$ cat src/rtl/mmio_pkg.sv
// Shared definitions for the memory-mapped UART transmitter.
// Register offsets, STATUS bit positions and transmit FSM states.
package mmio_pkg;

  localparam logic [1:0] OFS_TXDATA = 2'd0;
  localparam logic [1:0] OFS_STATUS = 2'd1;
  localparam logic [1:0] OFS_BAUD   = 2'd2;

  localparam int ST_FULL   = 0;
  localparam int ST_EMPTY  = 1;
  localparam int ST_BUSY   = 2;
  localparam int ST_OVF    = 3;
  localparam int ST_CNT_LO = 4;

  typedef enum logic [1:0] {
    IDLE,
    START,
    DATA,
    STOP
  } tx_state_t;

endpackage

$ cat src/rtl/byte_fifo.sv
// Four-entry byte FIFO feeding the UART shift register.
// A push while full is taken only when a pop shares the edge.
module byte_fifo (
  input  logic       clk,
  input  logic       reset,
  input  logic       push,
  input  logic       pop,
  input  logic [7:0] wdata,
  output logic [7:0] rdata,
  output logic       full,
  output logic       empty,
  output logic [2:0] count
);

  logic [7:0] mem [4];
  logic [1:0] wp;
  logic [1:0] rp;
  logic       do_push;
  logic       do_pop;

  assign full    = (count == 3'd4);
  assign empty   = (count == 3'd0);
  assign do_pop  = pop && !empty;
  assign do_push = push && (!full || do_pop);
  assign rdata   = mem[rp];

  // Pointer and occupancy update.
  always_ff @(posedge clk or negedge reset) begin
    if (!reset) begin
      wp    <= '0;
      rp    <= '0;
      count <= '0;
    end else begin
      if (do_push) wp <= wp + 2'd1;
      if (do_pop)  rp <= rp + 2'd1;
      case ({do_push, do_pop})
        2'b10:   count <= count + 3'd1;
        2'b01:   count <= count - 3'd1;
        default: count <= count;
      endcase
    end
  end

  // Storage; contents are don't-care until pushed.
  always_ff @(posedge clk) begin
    if (do_push) mem[wp] <= wdata;
  end

endmodule

$ cat src/rtl/mmio_uart_tx.sv
// UART transmitter responder on the single-cycle data bus.
// Decodes a three-word window and sends 8N1 frames on tx.
module mmio_uart_tx
  import mmio_pkg::*;
#(
  parameter logic [15:0] BASE_ADDR   = 16'hFF00,
  parameter logic [15:0] DEFAULT_DIV = 16'd868
) (
  input  logic        clk,
  input  logic        reset,
  input  logic [15:0] addr,
  input  logic [15:0] din,
  input  logic        we,
  output logic [15:0] dout,
  output logic        hit,
  output logic        tx
);

  logic [15:0] ofs;
  logic        in_win;
  logic        wr_tx;
  logic        wr_stat;
  logic        wr_baud;
  logic [15:0] baud;
  logic        ovf;
  logic [15:0] rdata;
  logic [15:0] status;

  logic [7:0]  f_data;
  logic        f_full;
  logic        f_empty;
  logic [2:0]  f_count;
  logic        pop;

  tx_state_t   state_q;
  tx_state_t   state_d;
  logic [15:0] cnt_q;
  logic [15:0] cnt_d;
  logic [2:0]  idx_q;
  logic [2:0]  idx_d;
  logic [7:0]  shift_q;
  logic [7:0]  shift_d;
  logic        tick;

  assign ofs     = addr - BASE_ADDR;
  assign in_win  = (ofs < 16'd3);
  assign wr_tx   = we && in_win && (ofs[1:0] == OFS_TXDATA);
  assign wr_stat = we && in_win && (ofs[1:0] == OFS_STATUS);
  assign wr_baud = we && in_win && (ofs[1:0] == OFS_BAUD);
  assign tick    = (cnt_q == 16'd1);

  byte_fifo u_fifo (
    .clk   (clk),
    .reset (reset),
    .push  (wr_tx),
    .pop   (pop),
    .wdata (din[7:0]),
    .rdata (f_data),
    .full  (f_full),
    .empty (f_empty),
    .count (f_count)
  );

  // STATUS word assembled from live FIFO and FSM state.
  always_comb begin
    status                    = '0;
    status[ST_FULL]           = f_full;
    status[ST_EMPTY]          = f_empty;
    status[ST_BUSY]           = (state_q != IDLE);
    status[ST_OVF]            = ovf;
    status[ST_CNT_LO +: 3]    = f_count;
  end

  // Read mux on pre-write register values.
  always_comb begin
    rdata = '0;
    case (ofs[1:0])
      OFS_STATUS: rdata = status;
      OFS_BAUD:   rdata = baud;
      default:    rdata = '0;
    endcase
  end

  // Divider and sticky overflow registers.
  always_ff @(posedge clk or negedge reset) begin
    if (!reset) begin
      baud <= DEFAULT_DIV;
      ovf  <= 1'b0;
    end else begin
      if (wr_baud) baud <= (din == '0) ? 16'd1 : din;
      if (wr_stat) ovf <= 1'b0;
      else if (wr_tx && f_full && !pop) ovf <= 1'b1;
    end
  end

  // Registered read data, one cycle behind addr like the RAM.
  always_ff @(posedge clk or negedge reset) begin
    if (!reset) begin
      hit  <= 1'b0;
      dout <= '0;
    end else begin
      hit  <= in_win;
      dout <= in_win ? rdata : '0;
    end
  end

  // FSM, bit counter and shift register state.
  always_ff @(posedge clk or negedge reset) begin
    if (!reset) begin
      state_q <= IDLE;
      cnt_q   <= 16'd1;
      idx_q   <= '0;
      shift_q <= '0;
    end else begin
      state_q <= state_d;
      cnt_q   <= cnt_d;
      idx_q   <= idx_d;
      shift_q <= shift_d;
    end
  end

  // Next state: counter reloads from baud at every bit boundary.
  always_comb begin
    state_d = state_q;
    cnt_d   = cnt_q;
    idx_d   = idx_q;
    shift_d = shift_q;
    pop     = 1'b0;
    unique case (state_q)
      IDLE: begin
        if (!f_empty) begin
          pop     = 1'b1;
          shift_d = f_data;
          cnt_d   = baud;
          state_d = START;
        end
      end
      START: begin
        if (tick) begin
          cnt_d   = baud;
          idx_d   = '0;
          state_d = DATA;
        end else begin
          cnt_d = cnt_q - 16'd1;
        end
      end
      DATA: begin
        if (tick) begin
          cnt_d   = baud;
          shift_d = {1'b0, shift_q[7:1]};
          idx_d   = idx_q + 3'd1;
          if (idx_q == 3'd7) state_d = STOP;
        end else begin
          cnt_d = cnt_q - 16'd1;
        end
      end
      STOP: begin
        if (tick) begin
          if (!f_empty) begin
            pop     = 1'b1;
            shift_d = f_data;
            cnt_d   = baud;
            state_d = START;
          end else begin
            state_d = IDLE;
          end
        end else begin
          cnt_d = cnt_q - 16'd1;
        end
      end
      default: state_d = IDLE;
    endcase
  end

  // Line level follows state, so reset forces idle-high at once.
  always_comb begin
    tx = 1'b1;
    unique case (state_q)
      START:   tx = 1'b0;
      DATA:    tx = shift_q[0];
      default: tx = 1'b1;
    endcase
  end

endmodule

$ cat config.mk
export PLATFORM = sky130hd
export DESIGN_NAME = mmio_uart_tx
export DESIGN_NICKNAME = d
export VERILOG_FILES = /design/src/rtl/mmio_pkg.sv /design/src/rtl/byte_fifo.sv /design/src/rtl/mmio_uart_tx.sv
export SDC_FILE = /design/constraint.sdc
export NUM_CORES = 1
export LEC_CHECK = 0
export BUFFER_PORTS_ARGS = -buffer_cell sky130_fd_sc_hd__buf_4
export CAP_MARGIN = 20
export CORE_MARGIN = 2
export CORE_UTILIZATION = 40
export CTS_CLUSTER_DIAMETER = 200
export DETAILED_ROUTE_END_ITERATION = 16
export PLACE_DENSITY = 0.65
export SYNTH_ARGS = -nofsm -noshare
export SYNTH_HDL_FRONTEND = slang
export SYNTH_SLANG_ARGS = --single-unit
export TNS_END_PERCENT = 100
$ cat constraint.sdc
create_clock -name clk -period 6.15 [get_ports clk]
set_input_delay 0.615 -clock clk [delete_from_list [all_inputs] [get_ports clk]]
set_output_delay 0.615 -clock clk [all_outputs]
set_load 0.01 [all_outputs]
Yosys cells after proc, flatten, opt, wreduce, memory -nomap -nowiden
Memories as Yosys holds them, arrays and structs flattened.
Index checks and enable logic that the tools add are counted.
{"block": "classes", "n_mux": 30, "magnitude_cmp": 1, "addsub": 7, "eq_ne": 15, "n_reduce_logical": 25}
{"operator": "16-bit two-way mux", "n": 5}
{"operator": "16-bit case mux with 3 select lines", "n": 1}
{"operator": "16-bit case mux with 2 select lines", "n": 1}
{"operator": "8-bit two-way mux", "n": 3}
{"operator": "8-bit case mux with 3 select lines", "n": 1}
{"operator": "16-bit by 1-bit == test with 1-bit output, second input constant", "n": 1}
{"operator": "16-bit logical NOT", "n": 1}
{"operator": "16-bit by 2-bit < comparator with 1-bit output, second input constant", "n": 1}
{"operator": "16-bit by 1-bit subtractor with 16-bit output, second input constant", "n": 1}
{"operator": "16-bit subtractor, second input constant", "n": 1}
{"operator": "3-bit case mux with 2 select lines", "n": 2}
{"operator": "2-bit two-way mux", "n": 5}
{"operator": "2-bit inequality test, second input constant", "n": 5}
{"operator": "2-bit == test, second input constant", "n": 4}
{"operator": "1-bit logical AND", "n": 8}
{"operator": "2-bit case mux with 4 select lines", "n": 1}
{"operator": "2-bit nonzero test", "n": 4}
{"operator": "1-bit two-way mux", "n": 7}
{"operator": "3-bit by 1-bit adder with 3-bit output, second input constant", "n": 2}
{"operator": "2-bit by 1-bit == test with 1-bit output, second input constant", "n": 3}
{"operator": "3-bit == test, second input constant", "n": 2}
{"operator": "3-bit two-way mux", "n": 2}
{"operator": "3-bit AND reduction", "n": 2}
{"operator": "5-bit AND reduction", "n": 1}
{"operator": "9 further kinds", "n": 14}
{"block": "word_totals", "regBits": 70, "mem_count": 1, "in_bits": 35, "output_inout_bits": 18, "ram_bits": 32}
{"name": "u_fifo.mem", "words": 4, "word_bits": 8, "rd": 1, "rd_clocked_by_memory_dff": 0, "write_ports": 1, "line": "byte_fifo.sv:15", "source": "logic [7:0] mem [4];"}

Depth between registers and ports, before layout
{"block": "logic_depth", "word_depth": 9, "mapped_depth": 13}

Cells and area by module
Synthesis repeated with hierarchy kept, for this count alone.
{"block": "hier_totals", "cells_unflattened": 427, "hier_area_um2": 5114.9}
{"module": "mmio_uart_tx", "area_each_um2": 3437.0, "cells_each": 331, "n_inst": 1}
{"module": "byte_fifo", "area_each_um2": 1677.9, "cells_each": 96, "n_inst": 1}

Worst setup path before layout
OpenSTA, ideal clock, no wires.
{"block": "synth_path", "path_kind": "input-to-reg", "start": "input addr[7]", "end": "register u_fifo.count[1]", "cell_stages": 9, "setup_ns": 0.083, "arrival_time_ns": 2.737, "path_buffers": 0, "setup_slack_ns": 3.331, "required_time_ns": 6.067, "path_cell_list": "or4b_1 -> nor4_4 -> nand3_1 -> and2b_1 -> inv_1 -> ha_1 -> inv_1 -> fa_1 -> o21ai_0"}
{"block": "synth_between", "elab_chain_len": 7}
{"element": "start, declared", "line": "mmio_uart_tx.sv:11", "source": "input logic [15:0] addr,"}
{"element": "16-bit subtractor (*)", "line": "mmio_uart_tx.sv:45", "source": "assign ofs = addr - BASE_ADDR;"}
{"element": "16-bit by 2-bit < comparator with 1-bit output (*)", "line": "mmio_uart_tx.sv:46", "source": "assign in_win = (ofs < 16'd3);"}
{"element": "1-bit logical AND (*) (2 in a row)", "line": "mmio_uart_tx.sv:47", "source": "assign wr_tx = we && in_win && (ofs[1:0] == OFS_TXDATA);"}
{"element": "1-bit logical AND (*)", "line": "byte_fifo.sv:24", "source": "assign do_push = push && (!full || do_pop);"}
{"element": "2-bit by 1-bit == test with 1-bit output / 2-bit == test (equally long branches)", "line": "byte_fifo.sv:36", "source": "case ({do_push, do_pop})"}
{"element": "3-bit case mux with 2 select lines / 2-bit nonzero test (equally long branches)"}
{"element": "end signal, assigned", "line": "byte_fifo.sv:37", "source": "2'b10: count <= count + 3'd1;"}
{"element": "end signal, assigned", "line": "byte_fifo.sv:38", "source": "2'b01: count <= count - 3'd1;"}
{"element": "end signal, assigned", "line": "byte_fifo.sv:39", "source": "default: count <= count;"}
{"element": "end, declared", "line": "byte_fifo.sv:12", "source": "output logic [2:0] count"}
Every way passes the cells marked *; elsewhere a longest branch is shown, timed or not.
A chain may end at the register's enable or synchronous reset.

Worst setup path in the final report
{"block": "layout_path", "start": "register state_q[0]", "end": "register u_fifo.count[2]"}
{"block": "layout_between", "elab_chain_len": 7}
{"element": "start, declared", "line": "mmio_uart_tx.sv:35", "source": "tx_state_t state_q;"}
{"element": "start signal, assigned", "line": "mmio_uart_tx.sv:115", "source": "state_q <= state_d;"}
{"element": "2-bit == test / 2-bit logical NOT (equally long branches)", "line": "mmio_uart_tx.sv:129", "source": "unique case (state_q)"}
{"element": "1-bit case mux with 2 select lines (*)", "line": "mmio_uart_tx.sv:129"}
{"element": "1-bit logical AND (*)", "line": "byte_fifo.sv:23", "source": "assign do_pop = pop && !empty;"}
{"element": "1-bit logical OR", "line": "byte_fifo.sv:24"}
{"element": "1-bit logical AND", "line": "byte_fifo.sv:24"}
{"element": "2-bit by 1-bit == test with 1-bit output / 2-bit == test (equally long branches)", "line": "byte_fifo.sv:36"}
{"element": "3-bit case mux with 2 select lines / 2-bit nonzero test (equally long branches)"}
Marked as above.

==> impl_metrics.yaml <==
run:
  maxCapViolCount: 0
timing:
  finalClockSkew_ns: 0.0134
  rsz0062_at_grt: "no"
  period_needed_ns: 3.51
  finalHoldViolCount: 0
  worst_pin_slew_ns: 0.993
  relSlewSlack: 0.338
  max_freq_mhz: 285
  finalSetupViolCount: 0
  whs_ns: 0.376
  setup_tns_ns: 0
  finalMaxSlewViolations: 0
  finalCritPeriodShare: 0.571
clock_tree:
  cts_resized: 0
  cts_buffer_depth: 2
  clk_pin_slew_worst_paths_ns: 0.08
  cts_root_buf: "clkbuf_16"
  cts_hold_buf: 0
  cts.sink_count: 102
  htreeDepth: 3
  clk_latency_ns: 0.35
  cts_buffers: 9
  cts_setup_buffers: 0
  cts_tree: "built"
finish:
  drive_gt1_frac: 0.272
  fin_nets: 524
  synthToLayoutAreaGrowth_pct: 16.0
  n_antenna_cell: 0
  final_cell_count_no_fill: 646
setup_path:
  timing.rr.start: "state_q[0]"
  crit_path_start_kind: "register"
  r2r_slack_ns: 2.64
  cp.required_ns: 6.42
  critPathKind: "register to register"
  path_max_fanout: 30
  worstSetupEndpointType: "register"
  worstReg2RegEnd: "u_fifo.count[2]"
  crit_arrival_ns: 3.79
  r2r_cells: 12
min_path:
  hp-class: "input port to asynchronous set/reset pin"
synth:
  synth_edf_count: 32
  synth.yosys.seq_area_share: 0.523
  syn_avg_cell_area_sq_um: 12.2
  synth_top_cell_area_share: 0.308
  ys_warn_count: 0
  synthesis.nets: 483
  synth_cells: 428
  synth_area_sq_um: 5200
  post_synth_num_cell_types: 67
  synth-async-reset-ratio: 0.686
  synth_top_area_cell: "dfrtp_1"
  synth_area_leaders: "dfrtp_1 (31%), edfxtp_1 (18%), mux2_2 (6.9%)"
  yosys_register_bits: 102
  synthFlopType: "dfrtp_1"
placement:
  portBuffers: 52
  dp_hpwl_um: 8080
  globalplace.congestion: 0.854
  placedCellCount: 629
die:
  rows: 41
  start_util: 0.411
  die-area_sq_um: 13900
  num_io_pins: 53
  die_w_um: 118
  fp.coreArea_sq_um: 12700
  dieHeight_um: 118
status:
  status: "complete, no violations"
detailed_routing:
  wl_per_cell_um: 18.4
  drc: 0
  wirelength_um: 11900
  drt.antenna.violating_nets: 0
  vias_per_cell: 5.61
  drtIter0Drc: 251
  vias: 3623
  dr.pass1.iters: 5
global_route:
  grt_overflow: 0
  grt_max_degree: 71
  grt_pass1_wl_um: 19400
  grtUsageTotal: 0.175
  antenna_found_initial: 0
  grt_pass1_vias: 3700
pwr:
  p_per_area_nw_per_um2: 428
  p_leak_nw: 2.55
  peakVddDrop_v: 0.000172
where the power goes:
| group | leakage [nW] | switching (mW) | internal, mW |
|---|---|---|---|
| combinational | 1.22 | 0.585 | 0.482 |
| clock | 0.144 | 0.285 | 0.291 |
| sequential | 1.19 | 0.134 | 0.807 |
routing by layer:
layer | global-route usage | wire, um
met5 | 0 | 0
met1 | 0.238 | 5390
met4 | 0.0527 | 127
met3 | 0.0266 | 515
met2 | 0.291 | 5840
cell usage after synthesis, types with 2 or more instances:
cell and instances:
o311ai_0 2, a41oi_1 2, nand2_1 10, inv_1 17, o21ai_0 24, o221ai_1 2, a222oi_1 5, o22a_1 5
ha_1 19, clkbuf_1 20, and2_1 9, xnor2_1 12, nand2b_1 2, nor4_4 2, a211oi_1 8, mux4_2 8
nand4_1 2, a22o_1 5, nor4_1 4, a221oi_1 5, mux2_2 32, nor2b_1 3, nand3_1 5, nor3_1 8
xor2_1 7, o31ai_1 2, buf_2 2, nor2_1 35, a2bb2oi_1 2, dfstp_2 6, a21oi_1 5, a22oi_1 7
o211ai_1 2, edfxtp_1 32, mux2i_1 9, and3_1 12, or3_1 2, dfrtp_1 64, o22ai_1 2
layout by cell type (no fill, tap or decap), types with 8 or more instances in the layout:
cell / Yosys / layout
nand2_1: 10 / 10
a211oi_1: 8 / 8
and3_1: 12 / 12
mux4_2: 8 / 8
nor2_1: 35 / 35
mux2i_1: 9 / 9
o21ai_0: 24 / 24
xnor2_1: 12 / 12
nor3_1: 8 / 8
inv_1: 17 / 17
ha_1: 19 / 19
dfrtp_1: 64 / 64
and2_1: 9 / 9
clkbuf_16: 0 / 9
edfxtp_1: 32 / 32
buf_4: 0 / 54
mux2_2: 32 / 32
sequential cells by signal, indices dropped and copies added, names as in the netlist:
signal,flops
u_fifo.count,3
hit,1
cnt_q,16
shift_q,8
u_fifo.mem,32
dout,16
idx_q,3
state_q,2
ovf,1
u_fifo.wp,2
u_fifo.rp,2
baud,16
worst max path at each step:
stage	startpoint	endpoint	slack [ns]	depth (start not counted)
after floorplan	addr[7]	u_fifo.count[1]	3.33	9
after global placement	addr[7]	u_fifo.count[2]	2.76	12
after detailed placement	addr[7]	u_fifo.count[2]	2.69	12
after CTS	state_q[0]	u_fifo.count[2]	2.68	12
after global routing	state_q[0]	u_fifo.count[2]	2.37	12
final	state_q[0]	u_fifo.count[2]	2.64	12
metrics by stage:
stage	total power, mW	cell area (sq um)	setup slack (ns)	util
2_1_floorplan	1.75	5200	3.33	-
3_3_place_gp	1.97	5720	2.76	0.451
3_5_place_dp	2.00	5720	2.69	0.451
4_1_cts	2.58	6030	2.68	0.476
5_1_grt	2.76	6030	2.37	0.476
6_report	2.58	6030	2.64	0.476
kinds of logic after synthesis:
| kind of cell | count (synthesis) | share of synthesized area |
|---|---|---|
| and+or+nand+nor | 109 | 0.119 |
| DFF | 102 | 0.523 |
| AOI/OAI and AO/OA | 88 | 0.124 |
| muxes | 49 | 0.121 |
| buffers and inverters | 41 | 0.0315 |
| adders and majority gates | 20 | 0.0495 |
| xor gates and xnor gates | 19 | 0.0320 |
area by class of cell:
class | instances | area (sq um)
sequential | 102 | 2720
clock inverter | 7 | 86.3
fill | 1130 | 6640
tap | 172 | 215
inverter | 17 | 63.8
clock buffer | 9 | 225
multi-input combinational | 285 | 2320
timing repair buffer | 54 | 405
critical path, cell delays in order (launching register included):
cell and delay (ns):
dfrtp_1 0.44, inv_1 0.12, ha_1 0.87, inv_1 0.33
a41o_1 0.32, and2b_1 0.25, inv_1 0.08, ha_1 0.17
inv_1 0.07, fa_1 0.37, xor2_1 0.15, nor2_1 0.12
xor2_1 0.15
No activity file was read; power rests on OpenSTA's default activity.
